`src/rtl/fifo_rd_arbiter_if.sv`:
```
// Bundle between the FIFO read sides, the arbiter and the downstream consumer.
// The slave modport is the arbiter's view; the master modport is the environment's.
interface fifo_rd_arbiter_if #(
  parameter int N_PORTS = 4,
  parameter int DATA_W  = 8
);
  localparam int SRC_W = $clog2(N_PORTS);

  logic                       arb_en;
  logic [N_PORTS-1:0]         fifo_empty;
  logic [N_PORTS*DATA_W-1:0]  fifo_rdata;
  logic [N_PORTS-1:0]         fifo_r_en;
  logic [DATA_W-1:0]          out_data;
  logic [SRC_W-1:0]           out_src;
  logic                       out_valid;
  logic                       out_ready;
  logic                       busy;

  modport master (
    output arb_en, fifo_empty, fifo_rdata, out_ready,
    input  fifo_r_en, out_data, out_src, out_valid, busy
  );

  modport slave (
    input  arb_en, fifo_empty, fifo_rdata, out_ready,
    output fifo_r_en, out_data, out_src, out_valid, busy
  );
endinterface

```
`src/rtl/fifo_rd_arbiter.sv`:
```
// Round-robin burst arbiter over N fall-through FIFO read sides, feeding one
// registered valid/ready output stage.
//
// state    | meaning
// ---------+-------------------------------------------------------------
// ST_IDLE  | no grant held; picks next non-empty port after `last`
// ST_GRANT | port g owns the output; pops up to BURST_MAX words
module fifo_rd_arbiter #(
  parameter int N_PORTS   = 4,
  parameter int DATA_W    = 8,
  parameter int BURST_MAX = 4
) (
  input logic              clk_r,
  input logic              rst_r,
  fifo_rd_arbiter_if.slave bus
);
  localparam int SRC_W = $clog2(N_PORTS);
  localparam int CNT_W = $clog2(BURST_MAX + 1);

  localparam logic [0:0] ST_IDLE  = 1'b0;
  localparam logic [0:0] ST_GRANT = 1'b1;

  logic [0:0]         state;
  logic [SRC_W-1:0]   g;
  logic [SRC_W-1:0]   last;
  logic [CNT_W-1:0]   cnt;
  logic [SRC_W-1:0]   next_g;
  logic               any_ready;
  logic [N_PORTS-1:0] r_en;
  logic               load_ok;
  logic               pop;
  logic               burst_done;
  logic [DATA_W-1:0]  out_data_q;
  logic [SRC_W-1:0]   out_src_q;
  logic               out_valid_q;

  // Scan starts one past the last served port so the previous owner comes last.
  always_comb begin
    logic [SRC_W-1:0] idx;
    next_g    = '0;
    any_ready = 1'b0;
    idx       = '0;
    for (int i = 1; i <= N_PORTS; i++) begin
      idx = SRC_W'((int'(last) + i) % N_PORTS);
      if (!any_ready && !bus.fifo_empty[idx]) begin
        any_ready = 1'b1;
        next_g    = idx;
      end
    end
  end

  assign load_ok = !out_valid_q || bus.out_ready;

  always_comb begin
    r_en = '0;
    if (state == ST_GRANT && !bus.fifo_empty[g] && load_ok) begin
      r_en[g] = 1'b1;
    end
  end

  assign pop        = |r_en;
  assign burst_done = (pop && cnt == CNT_W'(BURST_MAX - 1)) || bus.fifo_empty[g];

  always_ff @(posedge clk_r or negedge rst_r) begin
    if (!rst_r) begin
      state <= ST_IDLE;
      g     <= '0;
      last  <= SRC_W'(N_PORTS - 1);
      cnt   <= '0;
    end else begin
      case (state)
        ST_IDLE: begin
          if (bus.arb_en && any_ready) begin
            g     <= next_g;
            cnt   <= '0;
            state <= ST_GRANT;
          end
        end
        ST_GRANT: begin
          if (burst_done) begin
            state <= ST_IDLE;
            last  <= g;
          end else if (pop) begin
            cnt <= cnt + 1'b1;
          end
        end
      endcase
    end
  end

  // A pop overwrites the output word even when it is being accepted this cycle.
  always_ff @(posedge clk_r or negedge rst_r) begin
    if (!rst_r) begin
      out_data_q  <= '0;
      out_src_q   <= '0;
      out_valid_q <= 1'b0;
    end else if (pop) begin
      out_data_q  <= bus.fifo_rdata[int'(g)*DATA_W +: DATA_W];
      out_src_q   <= g;
      out_valid_q <= 1'b1;
    end else if (out_valid_q && bus.out_ready) begin
      out_valid_q <= 1'b0;
    end
  end

  assign bus.fifo_r_en = r_en;
  assign bus.out_data  = out_data_q;
  assign bus.out_src   = out_src_q;
  assign bus.out_valid = out_valid_q;
  assign bus.busy      = (state == ST_GRANT);
endmodule

```
`src/flat_wrapper.sv`:
```
// flat-port wrapper written by rule: the top's interface ports become plain ports
module fifo_rd_arbiter_flat 
#(
  parameter int N_PORTS   = 4,
  parameter int DATA_W    = 8,
  parameter int BURST_MAX = 4
)
  (clk_r, rst_r, bus_arb_en, bus_fifo_empty, bus_fifo_rdata, bus_out_ready, bus_fifo_r_en, bus_out_data, bus_out_src, bus_out_valid, bus_busy);
  fifo_rd_arbiter_if #(.N_PORTS(N_PORTS), .DATA_W(DATA_W)) bus_i ();
  input logic clk_r;
  input logic rst_r;
  input wire logic [$bits(bus_i.arb_en)-1:0] bus_arb_en;
  input wire logic [$bits(bus_i.fifo_empty)-1:0] bus_fifo_empty;
  input wire logic [$bits(bus_i.fifo_rdata)-1:0] bus_fifo_rdata;
  input wire logic [$bits(bus_i.out_ready)-1:0] bus_out_ready;
  output wire logic [$bits(bus_i.fifo_r_en)-1:0] bus_fifo_r_en;
  output wire logic [$bits(bus_i.out_data)-1:0] bus_out_data;
  output wire logic [$bits(bus_i.out_src)-1:0] bus_out_src;
  output wire logic [$bits(bus_i.out_valid)-1:0] bus_out_valid;
  output wire logic [$bits(bus_i.busy)-1:0] bus_busy;
  assign bus_i.arb_en = bus_arb_en;
  assign bus_i.fifo_empty = bus_fifo_empty;
  assign bus_i.fifo_rdata = bus_fifo_rdata;
  assign bus_i.out_ready = bus_out_ready;
  assign bus_fifo_r_en = bus_i.fifo_r_en;
  assign bus_out_data = bus_i.out_data;
  assign bus_out_src = bus_i.out_src;
  assign bus_out_valid = bus_i.out_valid;
  assign bus_busy = bus_i.busy;
  fifo_rd_arbiter #(.N_PORTS(N_PORTS), .DATA_W(DATA_W), .BURST_MAX(BURST_MAX)) u_core (.clk_r(clk_r), .rst_r(rst_r), .bus(bus_i));
endmodule
```
`config.mk`:
```
export PLATFORM = sky130hd
export DESIGN_NAME = fifo_rd_arbiter_flat
export DESIGN_NICKNAME = d
export VERILOG_FILES = /design/src/rtl/fifo_rd_arbiter_if.sv /design/src/rtl/fifo_rd_arbiter.sv /design/src/flat_wrapper.sv
export SDC_FILE = /design/constraint.sdc
export NUM_CORES = 1
export LEC_CHECK = 0
export ABC_AREA = 1
export ABC_CLOCK_PERIOD_IN_PS = 2100
export CORE_ASPECT_RATIO = 1.5
export CORE_UTILIZATION = 45
export CTS_BUF_LIST = sky130_fd_sc_hd__clkbuf_2 sky130_fd_sc_hd__clkbuf_4 sky130_fd_sc_hd__clkbuf_8
export DETAILED_ROUTE_END_ITERATION = 7
export PLACE_DENSITY = 0.93
export SLEW_MARGIN = 5
export SYNTH_ARGS = -nofsm -noshare
export SYNTH_HDL_FRONTEND = slang
export SYNTH_SLANG_ARGS = --single-unit
```
`constraint.sdc`:
```
create_clock -name clk_r -period 2.1 [get_ports clk_r]
set_clock_uncertainty 0.2 [all_clocks]
set_input_delay 0.21 -clock clk_r [delete_from_list [all_inputs] [get_ports clk_r]]
set_output_delay 0.21 -clock clk_r [all_outputs]
set_load 0.03 [all_outputs]
```
# After elaboration in Yosys (flattened, before gate mapping)

Index checks and enable logic that the tools add are counted.

Bits in registers: 19
Output and inout bits: 16

Bitwise operators: 1
Reduce and logical (&&, ||, !) cells: 23
$add $sub $neg: 5
Mux-type cells: 30
Shift-type cells: 1
Magnitude comparators: 6
Equal/unequal tests: 4

Operator list:

| cell                | number |
|---|---|
| $shiftx 32x6->8     | 1 |
| $lt 2x3->1 const B  | 5 |
| $mux 1              | 14 |
| $bmux 1 s2          | 5 |
| $logic_and 1x1->1   | 9 |
| $mux 3              | 3 |
| $mux 2              | 4 |
| $logic_not 1->1     | 7 |
| $pmux 3 s2          | 1 |
| $add 2x1->2 const B | 2 |
| $add 2x2->2 const B | 2 |
| $mux 4              | 1 |
| $ne 2x2->1 const B  | 2 |
| $reduce_and 2->1    | 2 |
| $reduce_or 4->1     | 1 |
| $add 3x1->3 const B | 1 |
| $eq 3x2->1 const B  | 1 |
| $reduce_and 3->1    | 1 |
| $demux 1 s2         | 1 |
| $ge 2x1->1 const B  | 1 |
| $logic_or 1x1->1    | 2 |
| $ne 2x1->1 const B  | 1 |
| $pmux 1 s2          | 1 |
| $reduce_bool 2->1   | 1 |
| $not 1->1           | 1 |

# Depth between registers and ports, before layout

Gate-level depths: netlist (run 1).

Depth in word-level cells: 15
Mapped depth: 12
Gate-level depth less buffers: 11

# Worst setup path after synthesis (run 1)

OpenSTA, ideal clock, no wires.

Kind: reg2out
Start point: register u_core.g[1]
End point: output bus_fifo_r_en[1]
Arrival time: 1.579 ns
Buffers on the path: 1
Stages on the path, launching flop included: 9
Slack: 0.111 ns
Path through: dfrtp_1 -> inv_2 -> nor2_4 -> nand2_2 -> o21ai_2 -> nor2_1 -> nand3_2 -> buf_6 -> nor2_1

Cells in the longest elaborated chain, start to end: 6
Elaborated cells between the ends (all ways): 11
Classes of those cells: 2 x order compare; 5 x mux; 4 x reduce/logical

RTL lines:

| what                                                               | line                  | RTL |
|---|---|---|
| start, declared                                                    | fifo_rd_arbiter.sv:24 | `logic [SRC_W-1:0] g;` |
| start signal, assigned                                             | fifo_rd_arbiter.sv:74 | `g <= next_g;` |
| parallel branches: the longest is 5 deep, another holds $lt 2x3->1 | --                    |  |
| $mux 4 *                                                           | fifo_rd_arbiter.sv:56 | `if (state == ST_GRANT && !bus.fifo_empty[g] && load_ok) begin` |
| end, declared                                                      | flat_wrapper.sv:16    | `output wire logic [$bits(bus_i.fifo_r_en)-1:0] bus_fifo_r_en;` |

Every way passes the cells marked *. The select of a mux whose other input is x is not followed.

# Final worst setup path (run 1)

Start point: register u_core.g[1]
End point: output bus_fifo_r_en[2]

Same word-level chain as after synthesis.

==> results of run 1 <==
-- cells in the mapped netlist (all sizes together) --
cell type	instances
o21ai	14
ha	2
buf	5
nand2	73
inv	17
clkbuf	3
a21oi	9
dfstp	2
nand3	37
nor2	14
o22ai	1
nor3	2
dfrtp	17
nand4	5
-- routing by layer --
layer,track usage [%],up-vias,wire length [microns]
li1,-,780,-
met1,30.6,702,1470
met2,42.9,43,1950
met3,3.62,6,122
met4,6.35,0,39
met5,0,-,0
-- cell usage in the layout (no fill, tap or decap), drive strengths merged, types with 3 or more instances in the layout --
cell / instances
a21oi: 9
nand2: 73
inv: 17
nor2: 14
clkdlybuf4s50: 51
buf: 13
o21ai: 14
nand3: 37
dfrtp: 17
clkbuf: 3
nand4: 5
-- area by class of cell --
cell class | instances | share of cell area, %
clock buffer | 3 | 2.01
inverter | 17 | 3.35
clock inverter | 1 | 0.244
timing repair buffer | 64 | 29.6
multi-input combinational | 157 | 39.0
tap | 39 | 2.38
sequential | 19 | 23.4
-- state kept, by name (all words and copies together), names as in the netlist --
| name | cells |
|---|---|
| u_core.bus.out_data | 8 |
| u_core.cnt | 3 |
| u_core.bus.out_valid | 1 |
| u_core.last | 2 |
| u_core.g | 2 |
| u_core.bus.out_src | 2 |
| u_core.bus.busy | 1 |
-- worst max-delay path: cells and delay by family, from the launching register on --
kind | cells | cell delay [ps]
flip-flops | 1 | 470
AO/OA/AOI/OAI | 1 | 70
AND/OR/NAND/NOR | 5 | 510
buffers and inverters | 2 | 300
-- path summary, 6_finish.rpt --
check	to	from	slack (ps)	cells after the start
max	bus_fifo_r_en[2]	u_core.g[1]	70	8
min	u_core.bus.out_data[3]	rst_r	100	2
max reg2reg	u_core.g[1]	u_core.last[0]	180	9
min reg2reg	u_core.bus.out_data[4]	u_core.bus.out_data[4]	290	2
max in group asynchronous	u_core.last[0]	rst_r	1340	2
min in group clk_r	u_core.bus.out_data[4]	u_core.bus.out_data[4]	290	2
-- power breakdown --
group / switching [mW] / total (mW) / internal [mW]
clock network: 0.118 / 0.250 / 0.132
logic: 1.18 / 1.94 / 0.755
registers: 0.185 / 0.730 / 0.545
-- logic make-up after synthesis --
logic type | share of synthesized area, %
fa+ha+maj | 1.81
buf+inv | 8.60
compound gates | 11.5
simple gates | 43.5
flops | 34.6
-- timing repair --
item / 4_1_cts / 5_1_grt
buffers inserted: 0 / 3
resized for setup: 3 / 3
endpoints found under the setup margin: 4 / 5
pin swaps: 0 / 2
==> qor.yml, run 1 <==
clocking:
  cts-hold-fix-buffers: 0
  h-tree-depth: 1
  clkSlewWorstSetupHoldPaths_ps: 70
  root_buffer: "clkbuf_8"
  cts_buffers: 3
  clk_latency_ps: 250
  cts.sinks: 19
  clockBufferDepth: 2
  cts_tree: "built"
die:
  fp.dieArea_sq_mm: 0.00330
  die_w_microns: 47.2
  core.rowCount: 24
  initial_core_util_pct: 47.4
  core_sq_mm: 0.00291
  die_h_microns: 69.9
  ios: 56
power_and_ir_drop:
  p_leak_nw: 0.982
  finalPower_mw: 2.92
  ir_drop_uv: 815
  power.density_mw_per_mm2: 1420
timing:
  setup_viol: 0
  setup_slack_ps: 71.2
  slew_headroom_pct: 76.4
  hold_violations: 0
  setup_tns_ps: 0
  slew_viol_final: 0
  tightest_slew_ps: 354
  rsz0062_at_grt: "yes"
  holdWs_ps: 95.5
  timing.fmax_mhz: 493
  min_period_ps: 2030
  period_share_pct: 96.6
global_route:
  grt_max_degree: 21
  antenna_found_initial: 0
  grt_pass1_wl_mm: 6.25
  grtUsageTotal_pct: 24.9
  first_global_vias: 1501
  overflow: 0
finish:
  register_area_sq_um: 480
  syn_to_final_growth_pct: 48.6
  fill_cells: 234
  design_area_sq_mm: 0.00205
  insertedDiodeCount: 0
  nNetsFinal: 304
  postLayoutCoreUtil_pct: 70.4
  multiInputGateArea_sq_um: 800
  drive_gt1_share_pct: 17.2
  fin_cells: 300
yosys:
  synth_top_cell_area_share_pct: 30.8
  avgSynthCellArea_sq_um: 6.87
  synthesis.nets: 243
  ys_seq_area_share_pct: 34.6
  netlist_instances: 201
  syn_area_sq_mm: 0.00138
  ys_ff_latch: 19
  ys_warn_count: 0
  synth_cell_type_count: 24
  synth_area_leader_cell: "dfrtp_1"
  synthTopCellsByArea: "dfrtp_1 (31%), nand2_1 (19%), nand3_1 (13%), o21ai_2 (5.7%), dfstp_2 (3.8%)"
place:
  place_congestion: 0.842
  placedInstanceArea_sq_mm: 0.00196
  port_buffers: 55
  post-dp-hpwl_mm: 2.73
  numPlacedInstances: 293
  place_ws_ps: 66.3
worst_setup_path:
  cp_slowest_cell: "dfrtp_2"
  start_kind: "register"
  required_ps: 1690
  cpMostUsedCell: "nor2_4"
  critPathArrivalTime_ps: 1620
  criticalPathCategory: "reg2out"
  crit_chain: "inv_4 -> nor2_4 -> nand2_2 -> o21ai_2 -> nor2_4 -> nand3_4 -> nor3_2 -> buf_4"
  end_kind: "primary output"
  crit_fanout: 10
  cpPeakStageDelay_ps: 470
drt:
  drt_wl_total_mm: 3.59
  vias: 1531
  dr.pass1.iters: 6
  viasPerCell: 5.10
  drtIter0Drc: 30
  drcViolationCount: 0
  wire_per_inst_microns: 12.0
  antenna_left: 0
min_path:
  hold_path.class: "in2async"
job:
  cap_violations: 0
run_status:
  outcome: "finished clean"
(Power assumes the default switching activity.)
==> run 2, diff against run 1 <==
--- a/config.mk
+++ b/config.mk
@@ -12,7 +12,7 @@
 export CTS_BUF_LIST = sky130_fd_sc_hd__clkbuf_2 sky130_fd_sc_hd__clkbuf_4 sky130_fd_sc_hd__clkbuf_8
 export DETAILED_ROUTE_END_ITERATION = 7
 export PLACE_DENSITY = 0.93
-export SLEW_MARGIN = 5
+export SLEW_MARGIN = 20
 export SYNTH_ARGS = -nofsm -noshare
 export SYNTH_HDL_FRONTEND = slang
 export SYNTH_SLANG_ARGS = --single-unit
==> results of run 2 <==
Same layout as run 1: the final DEF is identical, and so are final timing and power.
==> RTL edit, RTL diff (config.mk and constraints of run 2) <==
Make the reset (`rst_r`) synchronous in 2 clocked blocks.
--- a/src/rtl/fifo_rd_arbiter.sv
+++ b/src/rtl/fifo_rd_arbiter.sv
@@ -62,5 +62,5 @@
   assign burst_done = (pop && cnt == CNT_W'(BURST_MAX - 1)) || bus.fifo_empty[g];
 
-  always_ff @(posedge clk_r or negedge rst_r) begin
+  always_ff @(posedge clk_r) begin
     if (!rst_r) begin
       state <= ST_IDLE;
@@ -90,5 +90,5 @@
 
   // A pop overwrites the output word even when it is being accepted this cycle.
-  always_ff @(posedge clk_r or negedge rst_r) begin
+  always_ff @(posedge clk_r) begin
     if (!rst_r) begin
       out_data_q  <= '0;
Formal check against the unedited RTL: differs if rst_r is asserted again (counterexample within 4 cycles, from zero or initial values and one cycle with rst_r low); with rst_r held inactive, the same outputs for 4 cycles.
==> RTL edit against run 2 <==
  * Global-route usage grew 2.5 points
  * Cell area shrank 2.0%
  * Final cell count grew 6.0%
  * Sequential cell count is the same
  * Routed wire length grew 12%
  * Setup slack gained 0.033 ns
  * First-iteration DRC count grew 87%
  * Area after synthesis shrank 1.1%
  * Count of clock-buffer cells in the layout is the same
Power is not compared: it rests on default switching activity, and its combinational part moved more than twofold at a synthesized area within 25%.
==> RTL edit: results (changes against run 2) <==
IR Drop Worst-Case VDD = 0.437 mV
Layout fillers = 246 (was 234)
Slew Limit Fails = 0 (unchanged)
Starting DRC count in detailed routing = 56 (was 30)
Hold/Removal Path Class = flop to flop (was input pin to async pin)
Via Count = 1706 (was 1531)
Worst-skew pair later-pin latency = 0.27 ns (was 0.25 ns)
Placed wire-length estimate = 3140 um (was 2730 um)
Slowest Stage Delay on Critical Path = 0.40 ns (was 0.47 ns)
Leakage = 0.890 nW
Cell Count Post-Placement = 313 (was 293)
Detail-routed net length per standard cell = 12.7 um (was 12.0 um)
Clk slew on worst S/H paths = 0.08 ns
Largest net degree at the start of global routing = 20 (was 21)
Count of placed standard cells in the final layout, fillers left out = 318 (was 300)
Proportion of layout cells with a drive suffix above 1 = 0.118 (was 0.172)
Count of unique library cells instantiated by Yosys = 27 (was 24)
GR Util All Layers = 0.274 (was 0.249)
First-pass GRT wire length = 6600 um (was 6250 um)
Count of warnings emitted by yosys = 0 (unchanged)
Net count after synthesis = 263 (was 243)
Max stage delay cell, worst path = dfxtp_4 (was dfrtp_2)
Post-synthesis sequential area ratio = 0.278 (was 0.346)
First-pass iteration count of the detailed router = 4 (was 6)
Cells after synthesis = 221 (was 201)
Final Wtd Congestion = 0.872 (was 0.842)
Data arrival, critical path = 1.59 ns (was 1.62 ns)
Synth top cells by count = nand2_1 (76), nand3_1 (34), dfxtp_1 (19), inv_1 (19), a21oi_1 (16) (was nand2_1 (69), nand3_1 (36), dfrtp_1 (17))
Most frequently used flop master after synthesis = dfxtp_1 (was dfrtp_1)
Critical path fanouts, max = 6 (was 10)
CTS H-tree depth = 1 (unchanged)
Worst-case headroom to the max-slew limit = 0.717 (was 0.764)
Worst setup SP type = flop (unchanged)
Leading post-synthesis cells by cell area = dfxtp_1 (28%), nand2_1 (21%), nand3_1 (12%) (was dfrtp_1 (31%), nand2_1 (19%), nand3_1 (13%))
Share of synthesized registers carrying an async set or reset = 0 (was 1.00)
Max reg flops = 8 (unchanged)
Setup slack at placement = 0.141 ns (was 0.0663 ns)
Outcome = finished clean (unchanged)
Via count of the first global-routing pass = 1609 (was 1501)
Clock buffer depth = 2 (unchanged)
RTL edit: changes by cell type after synthesis, moves of 5 or more:
cell | run 2 | this run
a21oi_1 | 8 | 16
inv_1 | 14 | 19
nand4_1 | 5 | 11
nand2_1 | 69 | 76
dfxtp_1 | 0 | 19
dfrtp_1 | 17 | 0
o21ai_2 | 9 | 1
RTL edit: cells by family after synthesis:
group	Yosys count	synth area share
flops	19	0.278
compound gates	23	0.0916
buf+inv	34	0.120
simple gates	143	0.492
fa+ha+maj	2	0.0183
RTL edit: timing repair:
item                       4_1_cts  5_1_grt
buffers inserted                 0        1
pin swaps                        0        1
gates resized for setup          1        2
setup endpoints to repair        1        1
hold endpoints to repair         0        0
RTL edit: worst paths after layout:
check                          from                     end  slack [ns]  cells past startpoint
min reg2reg  u_core.bus.out_data[7]  u_core.bus.out_data[7]        0.26                      2
max reg2reg          u_core.last[0]           u_core.cnt[1]        0.25                      9
max                     u_core.g[1]        bus_fifo_r_en[2]        0.10                      9
min          u_core.bus.out_data[7]  u_core.bus.out_data[7]        0.26                      2
RTL edit: stage by stage:
step                      instance area (um^2)  hold slack (ns)   util  power (W)
after floorplan                           1370            0.235      -   0.000801
final                                     2010            0.264  0.697    0.00128
after global routing                      2010            0.285  0.697    0.00135
after CTS                                 2000            0.266  0.694    0.00126
after global placement                    1950            0.250  0.677   0.000980
after detailed placement                  1950            0.255  0.677    0.00100
RTL edit: per-layer routing:
| layer | wire, um | global-route usage | vias to the layer above |
|---|---|---|---|
| met3 | 232 | 0.0443 | 15 |
| met4 | 148 | 0.133 | 0 |
| met1 | 1410 | 0.270 | 771 |
| met5 | 0 | 0 | - |
| li1 | - | - | 840 |
| met2 | 2240 | 0.503 | 80 |
RTL edit: power groups by stage:
stage / registers (W) / logic (W) / clock network, W
2_1_floorplan: 0.000463 / 0.000338 / 0
3_3_place_gp: 0.000438 / 0.000542 / 0
3_5_place_dp: 0.000441 / 0.000560 / 0
4_1_cts: 0.000433 / 0.000565 / 0.000264
5_1_grt: 0.000438 / 0.000628 / 0.000286
6_report: 0.000435 / 0.000574 / 0.000267
RTL edit: layout make-up:
class | count | area share
Clock buffer | 3 | 0.0205
Clock inverter | 1 | 0.00249
Inverter | 23 | 0.0460
Multi-Input combinational cell | 168 | 0.409
Sequential cell | 19 | 0.192
Tap cell | 39 | 0.0243
Timing Repair Buffer | 65 | 0.306
RTL edit: worst max-delay path: cells and delay by family (launching register included):
family | cells | cell delay (ns)
AO/OA/AOI/OAI | 1 | 0.09
buffers and inverters | 3 | 0.30
flip-flops | 1 | 0.40
AND/OR/NAND/NOR | 5 | 0.53
